[config.mk]
export PLATFORM = sky130hd
export DESIGN_NAME = ctrl_io_fault_monitor
export DESIGN_NICKNAME = d
export VERILOG_FILES = /design/src/rtl/ctrl_io_fault_monitor.sv
export SDC_FILE = /design/constraint.sdc
export NUM_CORES = 1
export LEC_CHECK = 0
export BUFFER_PORTS_ARGS = -buffer_cell sky130_fd_sc_hd__buf_4
export CORE_MARGIN = 1
export CORE_UTILIZATION = 50
export CTS_CLUSTER_DIAMETER = 50
export DETAILED_ROUTE_END_ITERATION = 8
export PLACE_DENSITY = 0.74
export SYNTH_ARGS = -nofsm -noshare
export SYNTH_HDL_FRONTEND = slang
export SYNTH_SLANG_ARGS = --single-unit
[constraint.sdc]
create_clock -name UserCLK -period 1.8 [get_ports UserCLK]
set_input_delay 0.09 -clock UserCLK [delete_from_list [all_inputs] [get_ports UserCLK]]
set_output_delay 0.09 -clock UserCLK [all_outputs]
set_load 0.02 [all_outputs]
[src/rtl/ctrl_io_fault_monitor.sv]
// Dual-rail fault monitor: qualifies per-tile invalid-codeword flags against the
// precharge/evaluate phase, keeps sticky per-tile faults and a windowed alarm.
module ctrl_io_fault_monitor #(
  parameter int NUM_IO = 8,
  parameter int CNT_W  = 8,
  parameter int THRESH = 3,
  parameter int WINDOW = 64
) (
  input  logic              UserCLK,
  input  logic              rst,
  input  logic [NUM_IO-1:0] F_ctrl,
  input  logic              prech2,
  input  logic              clr,
  output logic [NUM_IO-1:0] DR_fault,
  output logic [CNT_W-1:0]  fault_cnt,
  output logic              alarm,
  output logic [1:0]        state
);

  typedef enum logic [1:0] {
    ST_MONITOR = 2'd0,
    ST_PENDING = 2'd1,
    ST_ALARM   = 2'd2
  } state_t;

  localparam logic [15:0]    WIN_LAST = 16'(WINDOW - 1);
  localparam logic [CNT_W:0] THRESH_W = (CNT_W + 1)'(THRESH);

  logic [NUM_IO-1:0] f_reg;
  logic              p1;
  logic              p2;
  state_t            state_q;
  state_t            state_d;
  logic [15:0]       timer_q;
  logic [15:0]       timer_d;
  logic [CNT_W-1:0]  cnt_d;
  logic [NUM_IO-1:0] sticky_d;

  logic              valid;
  logic [NUM_IO-1:0] hits;
  logic              fault_event;
  logic [CNT_W:0]    cnt_inc;
  logic [CNT_W-1:0]  cnt_sat;
  logic              reach_thresh;

  // The first evaluate cycle still sees the (0,0) spacer, so two evaluate samples are needed.
  assign valid        = p1 & p2;
  assign hits         = f_reg & {NUM_IO{valid}};
  assign fault_event  = |hits;
  assign cnt_inc      = {1'b0, fault_cnt} + {{CNT_W{1'b0}}, 1'b1};
  assign cnt_sat      = cnt_inc[CNT_W] ? fault_cnt : cnt_inc[CNT_W-1:0];
  assign reach_thresh = (cnt_inc >= THRESH_W);

  // NOTE: every variable assigned here gets a default first, so no path leaves one
  // unassigned and no latch is inferred.
  always_comb begin
    state_d  = state_q;
    cnt_d    = fault_cnt;
    timer_d  = timer_q;
    sticky_d = DR_fault | hits;

    if (fault_event) begin
      cnt_d   = cnt_sat;
      timer_d = '0;
    end

    unique case (state_q)
      ST_MONITOR: begin
        if (fault_event) state_d = reach_thresh ? ST_ALARM : ST_PENDING;
      end
      ST_PENDING: begin
        if (fault_event) begin
          if (reach_thresh) state_d = ST_ALARM;
        end else if (timer_q == WIN_LAST) begin
          state_d = ST_MONITOR;
          cnt_d   = '0;
          timer_d = '0;
        end else begin
          timer_d = timer_q + 16'd1;
        end
      end
      ST_ALARM: begin
        state_d = ST_ALARM;
      end
      default: begin
        state_d = ST_MONITOR;
      end
    endcase

    // Clear wins over any event in the same cycle; the event is dropped entirely.
    if (clr) begin
      state_d  = ST_MONITOR;
      cnt_d    = '0;
      timer_d  = '0;
      sticky_d = '0;
    end
  end

  // NOTE: clocked state uses non-blocking (<=) so all registers update together
  // from the values present before the edge.
  always_ff @(posedge UserCLK or negedge rst) begin
    if (!rst) begin
      f_reg     <= '0;
      p1        <= 1'b0;
      p2        <= 1'b0;
      state_q   <= ST_MONITOR;
      timer_q   <= '0;
      DR_fault  <= '0;
      fault_cnt <= '0;
      alarm     <= 1'b0;
    end else begin
      f_reg     <= F_ctrl;
      p1        <= prech2;
      p2        <= p1;
      state_q   <= state_d;
      timer_q   <= timer_d;
      DR_fault  <= sticky_d;
      fault_cnt <= cnt_d;
      alarm     <= (state_d == ST_ALARM);
    end
  end

  assign state = state_q;

endmodule

==> results.toml <==
[die]
rows = 23
start_util_pct = 52.1
io_pins = 31
die_area_um2 = 4460
coreArea_um2 = 4030
die_w_um = 66.8
die_h_um = 66.8

[route]
dr_total_vias = 1784
wl_met1_um = 2100
routedWlPerCell_um = 14.9
wl_met3_um = 225
postRouteAntennaNets = 0
drtIter0Drc = 93
drc = 0
route.final.wire_length_um = 4730
viasPerCell = 5.63
met2WireLength_um = 2310
drtPass1Iterations = 4
top_layer = "met4"

[clocking]
cts-buffers-inserted = 5
clockRootBuffer = "clkbuf_8"
clock_sinks = 45
cts_buffer_depth = 2
cts-htree-levels = 2
post_cts_buffers = 0
clkSlewWorstSetupHoldPaths_ps = 100
insertion_delay_ps = 310
cts_tree = "built"

[critical_path]
cpLargestDelayFamily = "simple AND/OR/NAND/NOR gates"
r2r-end = "timer_q[3]"
slowest_stage = "or4_4"
r2r_cells = 5
crit_chain = "or4_4 > nor4_4 > and2b_4 > nor3_4 > a32o_1"
crit_type = "flip-flop to flip-flop"
arrival_ps = 2080
rr_startpoint = "timer_q[9]"
critPathMaxStageDelay_ps = 550
required_ps = 1990
timing.critical_path.buf_inv = 0
start_kind = "flip-flop"
rrSetupSlack_ps = -90
cp-end-kind = "flip-flop"
path_max_fanout = 7

[timing]
tightest_slew_ps = 548
fin_ws_ps = -85.2
drv_slew = 0
setup_tns_ps = -671
max-slew-margin-rel_pct = 63.4
fin_skew_ps = 10.8
rsz0062_at_grt = "yes"
min_period_over_period_pct = 105
period_needed_ps = 1890
fmax_ghz = 0.530
hold_viol = 0
setup_violations = 15

[cells_and_area]
drive_above_1_share_pct = 31.8
area.growth.synth_to_final_pct = 34.4
diodes = 0
regMostFlops = "timer_q"
fin_cells = 317
largest_reg_flops = 16
fillers = 301
fin_area_um2 = 2820
nNetsFinal = 281

[synthesis]
synth_fp_nets = 219
avgSynthCellArea_um2 = 10.3
synth_top_area_share_pct = 53.6
syn_area_um2 = 2100
ys_warn_count = 0
ys.flop_type = "dfrtp_1"
yosysTopAreaCell = "dfrtp_1"
ys_types = 46
synth_area_leaders = "dfrtp_1 54%, nor2_1 5.5%, a21oi_1 3.8%"
synth-edff-count = 0
ys_seq_area_share_pct = 53.6
synthCells = 204
synth_async_sr_flop_share_pct = 100
synth_seq_cells = 45

[grt]
antenna_found_initial = 0
grtUsageTotal_pct = 23.3
grt_pass1_vias = 1705
grt_max_degree = 46
grt_pass1_wl_um = 7670
grt_overflow = 0

[worst_hold_path]
hold_depth = 2
whs_endpoint = "DR_fault[3]"
min_from = "clr"
hold_class = "input pin to flip-flop"

[placed_design]
port_buffers = 30
placed_cell_area_um2 = 2530
place_inst = 299
dpl.hpwl_um = 3210
gp_congestion = 0.874

[status]
violations = "setup timing"
run_status = "complete, but fails checks"

[job]
drv_cap = 0

[power_and_ir_drop]
fin_total_pwr_mw = 1.99
leakage_nw = 1.23
power_density_nw_per_um2 = 705
vdd_drop_max_uv = 788
## metal layers
layer | up-vias | GRT usage [%]
met5 | - | 0
met4 | 0 | 8.78
met3 | 12 | 4.79
met2 | 55 | 36.9
met1 | 851 | 31.2
li1 | 866 | -
## report_power, final
group,total [mW],internal (mW),switching (mW)
sequential,1.06,1.04,0.0201
clock,0.679,0.293,0.386
combinational,0.249,0.108,0.141
## timing repair
item	4_1_cts	5_1_grt
endpoints found under the hold margin	54	0
pin swaps	8	11
hold buffers	10	0
setup endpoints to repair	12	18
gates resized for setup	5	16
## cell usage in the layout, fill, tap and decap left out, types with 2 or more instances in the layout
master         count
o21ai_1            4
ha_1               3
clkbuf_8           5
and2_1             2
xor2_1             2
and3_1             2
or4_4              4
a21oi_2            2
nand4_1            5
inv_6              2
or3_1              2
dfrtp_1           45
nor3_1             6
a21oi_1           14
a31oi_1            3
inv_1              2
nand2b_1           2
nor3_2             2
dlygate4sd3_1     10
nor2b_1            2
nand3_1            8
nor3b_1            3
xnor2_1            5
and4_1             3
a32o_1             4
mux2i_1            2
nand2_1           13
nor2_1            27
nor2_4             3
o41ai_1            2
buf_4             51
## area by class of cell
type	instances	area, um^2	share of cell area, %
inverter	2	7.51	0.266
timing repair buffer	62	494	17.5
sequential	45	1130	39.9
clock inverter	3	28.8	1.02
multi-input combinational	150	1030	36.6
clock buffer	5	68.8	2.44
tap	50	62.6	2.22
## worst max-delay path by stage
stage,startpoint,slack (ps),depth (start not counted),endpoint
CTS,timer_q[9],-90,5,timer_q[3]
finish,timer_q[9],-90,5,timer_q[3]
floorplan,timer_q[10],-20,5,timer_q[11]
detailed placement,f_reg[4],-80,5,timer_q[9]
global route,timer_q[9],-170,6,fault_cnt[5]
global placement,f_reg[4],-40,5,timer_q[9]
## Yosys cell counts (3+ instances only)
| cell type | count |
|---|---|
| clkbuf_1 | 5 |
| or4_1 | 4 |
| nand2_1 | 13 |
| nand3_1 | 10 |
| o21ai_1 | 4 |
| and4_1 | 3 |
| a21oi_1 | 16 |
| nor2_1 | 31 |
| xnor2_1 | 6 |
| nor3b_1 | 3 |
| dfrtp_1 | 45 |
| a31oi_1 | 3 |
| ha_1 | 3 |
| a32o_1 | 4 |
| nor3_1 | 8 |
| nand4_1 | 5 |
## logic make-up after synthesis
logic type	after synthesis	share of synthesized area, %
fa+ha+maj	3	1.79
buf+inv	9	1.73
mux	3	1.49
flops	45	53.6
xor+xnor	8	3.34
compound gates	41	13.6
simple gates	95	24.4
## through the flow
step	hold WS [ps]	setup slack [ps]	util, %
final	49.2	-85.2	70.0
after global routing	49.7	-166	70.0
after CTS	39.4	-91.2	68.2
after detailed placement	121	-81.9	62.7
after global placement	122	-43.0	62.7
after floorplan	-206	-15.5	-
(Power assumes the default switching activity.)
